[src/rtl/cam_pkg.sv]
// rtl/cam_pkg.sv - shared constants for the camera pixel capture block
package cam_pkg;

  localparam int RGB565_W = 16;

  localparam logic [1:0] ST_IDLE       = 2'd0;
  localparam logic [1:0] ST_SYNC       = 2'd1;
  localparam logic [1:0] ST_WAIT_FRAME = 2'd2;
  localparam logic [1:0] ST_ACTIVE     = 2'd3;

endpackage

[src/rtl/cam_byte_pack.sv]
// rtl/cam_byte_pack.sv - pairs camera bytes into RGB565 pixels and holds them in a
// single-entry output register with drop-on-full overflow tracking
module cam_byte_pack
  import cam_pkg::*;
#(
  parameter int COL_BITS = 10,
  parameter int ROW_BITS = 9
) (
  input  logic                clk,
  input  logic                resetn,
  input  logic                byte_en,
  input  logic                line_clr,
  input  logic [7:0]          byte_dat,
  input  logic                keep,
  input  logic                sof_in,
  input  logic [COL_BITS-1:0] col_in,
  input  logic [ROW_BITS-1:0] row_in,
  input  logic                pix_ready,
  input  logic                ovf_clr,
  output logic                pair_done,
  output logic [RGB565_W-1:0] pix_data,
  output logic                pix_valid,
  output logic                pix_sof,
  output logic [COL_BITS-1:0] pix_col,
  output logic [ROW_BITS-1:0] pix_row,
  output logic                overflow
);

  logic       phase;
  logic [7:0] hi_byte;
  logic       load;
  logic       slot_free;

  assign pair_done = byte_en && phase;
  assign load      = pair_done && keep;
  // a transfer in the same cycle frees the slot for the incoming pixel
  assign slot_free = !pix_valid || pix_ready;

  always_ff @(posedge clk or negedge resetn) begin
    if (!resetn) begin
      phase   <= 1'b0;
      hi_byte <= '0;
    end else if (line_clr) begin
      phase <= 1'b0;
    end else if (byte_en) begin
      phase <= !phase;
      if (!phase) hi_byte <= byte_dat;
    end
  end

  always_ff @(posedge clk or negedge resetn) begin
    if (!resetn) begin
      pix_data  <= '0;
      pix_valid <= 1'b0;
      pix_sof   <= 1'b0;
      pix_col   <= '0;
      pix_row   <= '0;
      overflow  <= 1'b0;
    end else begin
      if (load && slot_free) begin
        pix_data  <= {hi_byte, byte_dat};
        pix_valid <= 1'b1;
        pix_sof   <= sof_in;
        pix_col   <= col_in;
        pix_row   <= row_in;
      end else if (pix_valid && pix_ready) begin
        pix_valid <= 1'b0;
      end
      // a fresh drop wins over a same-cycle clear
      if (load && !slot_free) overflow <= 1'b1;
      else if (ovf_clr)       overflow <= 1'b0;
    end
  end

endmodule

[src/rtl/cam_pixel_capture.sv]
// rtl/cam_pixel_capture.sv - DVP camera capture: frame FSM and pixel counters;
// CAM_PIXEL_DECIMATE_EN selects 2x2 decimated output
module cam_pixel_capture
  import cam_pkg::*;
#(
  parameter int COL_BITS = 10,
  parameter int ROW_BITS = 9
) (
  input  logic                clk,
  input  logic                resetn,
  input  logic                cap_en,
  input  logic                cam_vsync,
  input  logic                cam_href,
  input  logic [7:0]          cam_dat,
  output logic [RGB565_W-1:0] pix_data,
  output logic                pix_valid,
  input  logic                pix_ready,
  output logic                pix_sof,
  output logic [COL_BITS-1:0] pix_col,
  output logic [ROW_BITS-1:0] pix_row,
  output logic                frame_done,
  output logic                overflow,
  input  logic                ovf_clr
);

  logic                rv, rh, rv_q, rh_q;
  logic [7:0]          rd;
  logic [1:0]          state, state_nxt;
  logic [COL_BITS-1:0] col, col_out;
  logic [ROW_BITS-1:0] row, row_out;
  logic                sof_pending;
  logic                keep, pair_done;
  logic                rv_rise, rv_fall, rh_fall;
  logic                active, byte_en, line_end, frame_start;

  always_ff @(posedge clk or negedge resetn) begin
    if (!resetn) begin
      rv   <= 1'b0;
      rh   <= 1'b0;
      rd   <= '0;
      rv_q <= 1'b0;
      rh_q <= 1'b0;
    end else begin
      rv   <= cam_vsync;
      rh   <= cam_href;
      rd   <= cam_dat;
      rv_q <= rv;
      rh_q <= rh;
    end
  end

  assign rv_rise     = rv && !rv_q;
  assign rv_fall     = !rv && rv_q;
  assign rh_fall     = !rh && rh_q;
  assign active      = (state == ST_ACTIVE);
  assign byte_en     = active && rh;
  assign line_end    = active && rh_fall;
  assign frame_start = (state == ST_WAIT_FRAME) && rv_fall && cap_en;

  always_comb begin
    state_nxt = state;
    case (state)
      ST_IDLE:       state_nxt = ST_SYNC;
      ST_SYNC:       if (rv_rise) state_nxt = ST_WAIT_FRAME;
      ST_WAIT_FRAME: if (rv_fall) state_nxt = ST_ACTIVE;
      ST_ACTIVE:     if (rv_rise) state_nxt = ST_WAIT_FRAME;
      default:       state_nxt = ST_IDLE;
    endcase
    if (!cap_en) state_nxt = ST_IDLE;
  end

  always_ff @(posedge clk or negedge resetn) begin
    if (!resetn) begin
      state       <= ST_IDLE;
      col         <= '0;
      row         <= '0;
      sof_pending <= 1'b0;
      frame_done  <= 1'b0;
    end else begin
      state      <= state_nxt;
      frame_done <= active && rv_rise && cap_en;
      if (frame_start) begin
        col         <= '0;
        row         <= '0;
        sof_pending <= 1'b1;
      end else if (line_end) begin
        col <= '0;
        if (row != '1) row <= row + ROW_BITS'(1);
      end else if (pair_done) begin
        col <= col + COL_BITS'(1);
        if (keep) sof_pending <= 1'b0;
      end
    end
  end

`ifdef CAM_PIXEL_DECIMATE_EN
  assign keep    = !col[0] && !row[0];
  assign col_out = {1'b0, col[COL_BITS-1:1]};
  assign row_out = {1'b0, row[ROW_BITS-1:1]};
`else
  assign keep    = 1'b1;
  assign col_out = col;
  assign row_out = row;
`endif

  cam_byte_pack #(
    .COL_BITS(COL_BITS),
    .ROW_BITS(ROW_BITS)
  ) u_pack (
    .clk       (clk),
    .resetn    (resetn),
    .byte_en   (byte_en),
    .line_clr  (line_end || frame_start),
    .byte_dat  (rd),
    .keep      (keep),
    .sof_in    (sof_pending),
    .col_in    (col_out),
    .row_in    (row_out),
    .pix_ready (pix_ready),
    .ovf_clr   (ovf_clr),
    .pair_done (pair_done),
    .pix_data  (pix_data),
    .pix_valid (pix_valid),
    .pix_sof   (pix_sof),
    .pix_col   (pix_col),
    .pix_row   (pix_row),
    .overflow  (overflow)
  );

endmodule

[config.mk]
export PLATFORM = sky130hd
export DESIGN_NAME = cam_pixel_capture
export DESIGN_NICKNAME = d
export VERILOG_FILES = /design/src/rtl/cam_pkg.sv /design/src/rtl/cam_byte_pack.sv /design/src/rtl/cam_pixel_capture.sv
export SDC_FILE = /design/constraint.sdc
export NUM_CORES = 1
export LEC_CHECK = 0
export CAP_MARGIN = 20
export CORE_AREA = 2 2 79 81
export DETAILED_ROUTE_END_ITERATION = 10
export DIE_AREA = 0 0 81 83
export PLACE_DENSITY = 0.87
export SYNTH_ARGS = -nofsm -noshare
export SYNTH_HDL_FRONTEND = slang
export SYNTH_SLANG_ARGS = --single-unit
[constraint.sdc]
create_clock -name clk -period 5.4 [get_ports clk]
set_clock_uncertainty 0.05 [all_clocks]
set_input_delay 1.08 -clock clk [delete_from_list [all_inputs] [get_ports clk]]
set_output_delay 1.08 -clock clk [all_outputs]
set_load 0.05 [all_outputs]
# ---- Word level (Yosys, flattened, before mapping)
# Index checks and enable logic that the tools add are counted.
# W data, S select, Z words.
dict set report word_totals {
  register_bits 82
  inputBits 15
  output_inout_bits 39
  word_cells 82
}
dict set report op_classes {
  addsub 2
  n_eq_ne 7
  n_mux 19
  n_bitwise 2
  n_reduce_logical 34
}
# operator n
set ops {}
lappend ops {{$mux W10} 3}
lappend ops {{$mux W9} 3}
lappend ops {{$logic_and A1 B1 Y1} 13}
lappend ops {{$reduce_bool A2 Y1} 6}
lappend ops {{$add A10 B1 Y10 const B} 1}
lappend ops {{$add A9 B1 Y9 const B} 1}
lappend ops {{$mux W1} 9}
lappend ops {{$ne A9 B9 Y1 const B} 1}
lappend ops {{$logic_not A1 Y1} 6}
lappend ops {{$mux W2} 3}
lappend ops {{$pmux W2 S3} 1}
lappend ops {{$reduce_and A2 Y1} 3}
lappend ops {{$eq A2 B2 Y1 const B} 2}
lappend ops {{$ne A3 B2 Y1 const B} 1}
lappend ops {{$ne A3 B3 Y1 const B} 1}
lappend ops {{$reduce_and A3 Y1} 1}
lappend ops {{$reduce_bool A3 Y1} 1}
lappend ops {{$eq A2 B1 Y1 const B} 1}
lappend ops {{$logic_not A2 Y1} 1}
lappend ops {{$logic_or A1 B1 Y1} 2}
lappend ops {{$ne A2 B1 Y1 const B} 1}
lappend ops {{$not A1 Y1} 2}
lappend ops {{$reduce_or A2 Y1} 1}

# ---- Logic depth before layout (Yosys ltp)
dict set report depth {
  ltp_word 7
  ltp_mapped 7
  ltp_nobuf 7
}

# ---- Hierarchy
# A second synthesis with hierarchy kept.
dict set report hier_totals {
  hier_cells 235
  area_unflattened_um2 3419.5
}
# mod n_inst cells_each area_per_inst_um2 seq_area_each_um2
set by_module_without_submodules {}
lappend by_module_without_submodules {cam_byte_pack 1 105 1919.3 1176.1}
lappend by_module_without_submodules {cam_pixel_capture 1 130 1500.2 875.8}

# ---- Worst setup path after synthesis
# OpenSTA, ideal clock, no wires.
dict set report synth_path {
  path_kind {in2reg}
  start {in pix_ready}
  end {reg u_pack.pix_col[9]}
  setup_time_ps 128
  t_arrival_ps 1990
  t_required_ps 5222
  setup_slack_ps 3233
  stages 5
  n_path_buf 2
  path_cell_list {nand2b_1 > nor2b_1 > buf_4 > buf_4 > mux2_1}
}
dict set report synth_between {
  elab_chain_len 2
}
# element line_no
set synth_rtl {}
lappend synth_rtl {{start: declaration} cam_pixel_capture.sv:17} ;# input logic pix_ready,
lappend synth_rtl {{$logic_or A1 B1 Y1} cam_byte_pack.sv:37} ;# assign slot_free = !pix_valid || pix_ready;
lappend synth_rtl {{$logic_and A1 B1 Y1} cam_byte_pack.sv:60} ;# if (load && slot_free) begin
lappend synth_rtl {{end signal: assignment} cam_byte_pack.sv:64} ;# pix_col <= col_in;
lappend synth_rtl {{end: declaration} cam_byte_pack.sv:24} ;# output logic [COL_BITS-1:0] pix_col,
# Every way passes these cells.
# A chain may end at the register's enable or synchronous reset.

# ---- Final worst setup path
dict set report layout_path {
  start {in pix_ready}
  end {reg u_pack.pix_data[0]}
}
dict set report layout_between {
  elab_chain_len 2
}
# element line_no
set layout_rtl {}
lappend layout_rtl {{$logic_or A1 B1 Y1} cam_byte_pack.sv:37}
lappend layout_rtl {{$logic_and A1 B1 Y1} cam_byte_pack.sv:60}
lappend layout_rtl {{end signal: assignment} cam_byte_pack.sv:61} ;# pix_data <= {hi_byte, byte_dat};
lappend layout_rtl {{end: declaration} cam_byte_pack.sv:21} ;# output logic [RGB565_W-1:0] pix_data,
# Every way passes these cells.

==> flow_summary.yaml <==
floorplan:
  coreArea_sq_mm: 0.00582
  dieArea_sq_mm: 0.00672
  die_h_um: 83
  initial_utilization_pct: 56.2
  ioPinCount: 54
  die_w_um: 81
  rows: 28
grt:
  antenna_violations_before_repair: 0
  via_count_of_the_first_global_routing_pass: 2133
  grtUsageTotal_pct: 20.3
  grt_pass1_wl_um: 10400
  remaining_global_route_overflow: 0
  grt_max_degree: 83
worst_setup_path:
  timing.critical_path.from_type: "input pin"
  cp.arrival_ps: 2960
  slowest_delay_ps: 860
  path_cells: "clkdlybuf4s50_1 -> nand2b_1 -> nor2b_4 -> mux2_2"
  worstPathMaxFanout: 36
  setup.worst_path.end_class: "flop"
  critPathBufInv: 1
  cpLargestDelayFamily: "simple AND/OR/NAND/NOR gates"
  crit_slowest_cell: "sky130_fd_sc_hd__nor2b_4"
  worst-endpoint-required_ps: 5580
  crit_type: "input pin to flop"
clock_network:
  postCtsResizedCells: 0
  cts_max_level: 3
  worstSkewPairLatency_ps: 350
  path_clk_slew_ps: 80
  cts_hold_repair.buffers: 0
  numCtsBuffers: 9
  clock_tree.buffer_depth: 2
  cts_setup_buffers: 0
  ctsRootBufferMaster: "sky130_fd_sc_hd__clkbuf_8"
  cts_tree: "done"
  clock-sinks: 82
final_layout:
  seq_area_sq_mm: 0.00205
  drive_above_1_share_pct: 18.4
  fillerInstances: 446
  layout-area-overhead-vs-synth_pct: 23.4
  antenna_cells: 0
  multi_input_area_sq_mm: 0.00115
  finish.net_count: 313
logic_synthesis:
  fraction_of_synthesized_cell_area_taken_by_the_top_area_cell_type_pct: 62.7
  synth_enable_flop_cells: 0
  netlist_area_sq_mm: 0.00327
  synth_cell_count_leaders: "sky130_fd_sc_hd__dfrtp_1, sky130_fd_sc_hd__mux2_2, sky130_fd_sc_hd__a21oi_1, sky130_fd_sc_hd__mux2_1, sky130_fd_sc_hd__o21ai_0"
  postSynthCellCount: 241
  post_synthesis_net_count: 259
  yosysMostFrequentCell: "sky130_fd_sc_hd__dfrtp_1"
  synth_compound_gate_area_share_pct: 6.66
  synth_mux_area_share_pct: 17.0
  ys_dominant_reg_cell: "sky130_fd_sc_hd__dfrtp_1"
  leading_cell_types_by_total_area_after_synthesis: "sky130_fd_sc_hd__dfrtp_1, sky130_fd_sc_hd__mux2_2, sky130_fd_sc_hd__mux2_1, sky130_fd_sc_hd__a21oi_1, sky130_fd_sc_hd__mux2i_1"
  synth_xor_xnor_area_share_pct: 0
  simple_gate_portion_of_the_synthesized_area_pct: 10.1
  yosysTopAreaCell: "sky130_fd_sc_hd__dfrtp_1"
  synth-adder-area-share_pct: 1.15
  post_synth_num_cell_types: 37
  avgSynthCellArea_sq_um: 13.6
  synth_seq_area_share_pct: 62.7
  postSynth.asyncResetShare_pct: 100
  synth-warning-count: 0
  largest_family_of_logic_cells_by_synthesized_area: "multiplexers"
  postSynthRegisterBits: 82
route:
  remaining_drc_errors: 0
  routed_wire_length_per_instance_um: 16.3
  post_dr_vias_cell: 5.64
  total_routed_length_um: 6090
  via_count: 2108
  detail_route.first_pass.iterations: 4
  postRouteAntennaNets: 0
  initialDrtViolationCount: 110
sta:
  layout_min_cycle_time_ps: 2770
  slew_worst_pin_ps: 1040
  setup_viol: 0
  grt_setup_unrepaired: "false"
  drv_slew: 0
  report.final.hold_viol_count: 0
  worst_slew_margin_rel_pct: 30.7
  final_period_util_pct: 51.3
  max_freq_mhz: 361
  final.setup.tns_ps: 0
worst_hold_path:
  min-delay-path-class: "flop to flop"
pwr:
  power_leakage_nw: 1.77
  post-layout-total-power_mw: 1.58
  power.density_cell_area_mw_per_mm2: 392
  ir_worst_vdd_uv: 257
placement:
  dp.final_hpwl_um: 3940
  gpl.final_weighted_congestion: 0.775
  port_buffers: 53
outcome:
  status: "completed"
job:
  drv.max_cap_violation_count: 0
-- layer usage --
metal / track usage, % / share of wire (%) / up-vias
met2: 30.4 / 48 / 70
li1: - / - / 992
met4: 7.86 / 1.5 / 0
met5: 0 / 0 / -
met1: 27.8 / 45 / 1036
met3: 5.98 / 5.4 / 10
-- where the power goes --
group          switching [mW]  internal [mW]
sequential             0.0772          0.706
combinational           0.223          0.140
clock                   0.213          0.222
total                   0.514           1.07
-- worst register-to-register path, delay by kind of cell, from the launching register on --
| kind | cells | cell delay [ps] |
|---|---|---|
| flops | 1 | 500 |
| mux | 1 | 430 |
| simple gates | 2 | 1660 |
-- placed cells by master (no fill, tap or decap), types with 3 or more instances in the layout --
cell type,n
sky130_fd_sc_hd__a21oi_1,13
sky130_fd_sc_hd__clkbuf_8,10
sky130_fd_sc_hd__clkdlybuf4s50_1,52
sky130_fd_sc_hd__dfrtp_1,82
sky130_fd_sc_hd__ha_1,3
sky130_fd_sc_hd__inv_1,6
sky130_fd_sc_hd__mux2_1,11
sky130_fd_sc_hd__mux2_2,33
sky130_fd_sc_hd__mux2i_1,6
sky130_fd_sc_hd__nand2_1,10
sky130_fd_sc_hd__nand3_1,7
sky130_fd_sc_hd__nand4_1,5
sky130_fd_sc_hd__nand4b_1,3
sky130_fd_sc_hd__nor2_1,3
sky130_fd_sc_hd__o211ai_1,3
sky130_fd_sc_hd__o21ai_0,11
sky130_fd_sc_hd__o31ai_1,4
sky130_fd_sc_hd__or3_1,5
sky130_fd_sc_hd__or4_1,4
-- cell families (layout without fill, tap and decap cells) --
family	count (synthesis)	in the layout
and+or+nand+nor	53	53
AOI/OAI and AO/OA	37	37
muxes	50	50
buffers and inverters	16	74
DFF	82	82
adders and majority gates	3	3
-- metrics by stage --
| step | utilization (%) | std cells | worst slack (ps) | area (sq um) | hold slack, ps |
|---|---|---|---|---|---|
| final | 69.4 | 374 | 2630 | 4040 | 366 |
| after CTS | 69.4 | 374 | 2610 | 4040 | 369 |
| after detailed placement | 66.1 | 359 | 2240 | 3840 | 358 |
| after global placement | 66.1 | 359 | 2280 | 3840 | 366 |
| after floorplan | - | 241 | 3230 | 3270 | 322 |
| after global routing | 69.4 | 374 | 2500 | 4040 | 370 |
-- layout make-up --
cell class | instances | area share, %
well taps | 75 | 2.32
flip-flops and latches | 82 | 50.8
clock inverters | 5 | 1.36
multi-input cells | 143 | 28.4
repair buffers | 53 | 13.1
clock buffers | 10 | 3.41
inverters | 6 | 0.558
-- final timing paths --
kind / start / endpoint / slack (ps) / cells after the start
max in group asynchronous: resetn / row[4] / 3840 / 1
setup reg to reg: state[0] / u_pack.pix_data[0] / 2640 / 3
setup / recovery: pix_ready / u_pack.pix_data[0] / 2630 / 4
min in group asynchronous: resetn / u_pack.pix_col[3] / 820 / 1
hold reg to reg: rv / rv_q / 370 / 0
hold / removal: rv / rv_q / 370 / 0
-- registers in the layout (all words and copies together) (netlist names), 2 cells and up --
register and count:
col 10, rd 8, state 2, row 9, u_pack.pix_col 10, u_pack.pix_data 16, u_pack.hi_byte 8, u_pack.pix_row 9
(Power assumes the default switching activity.)
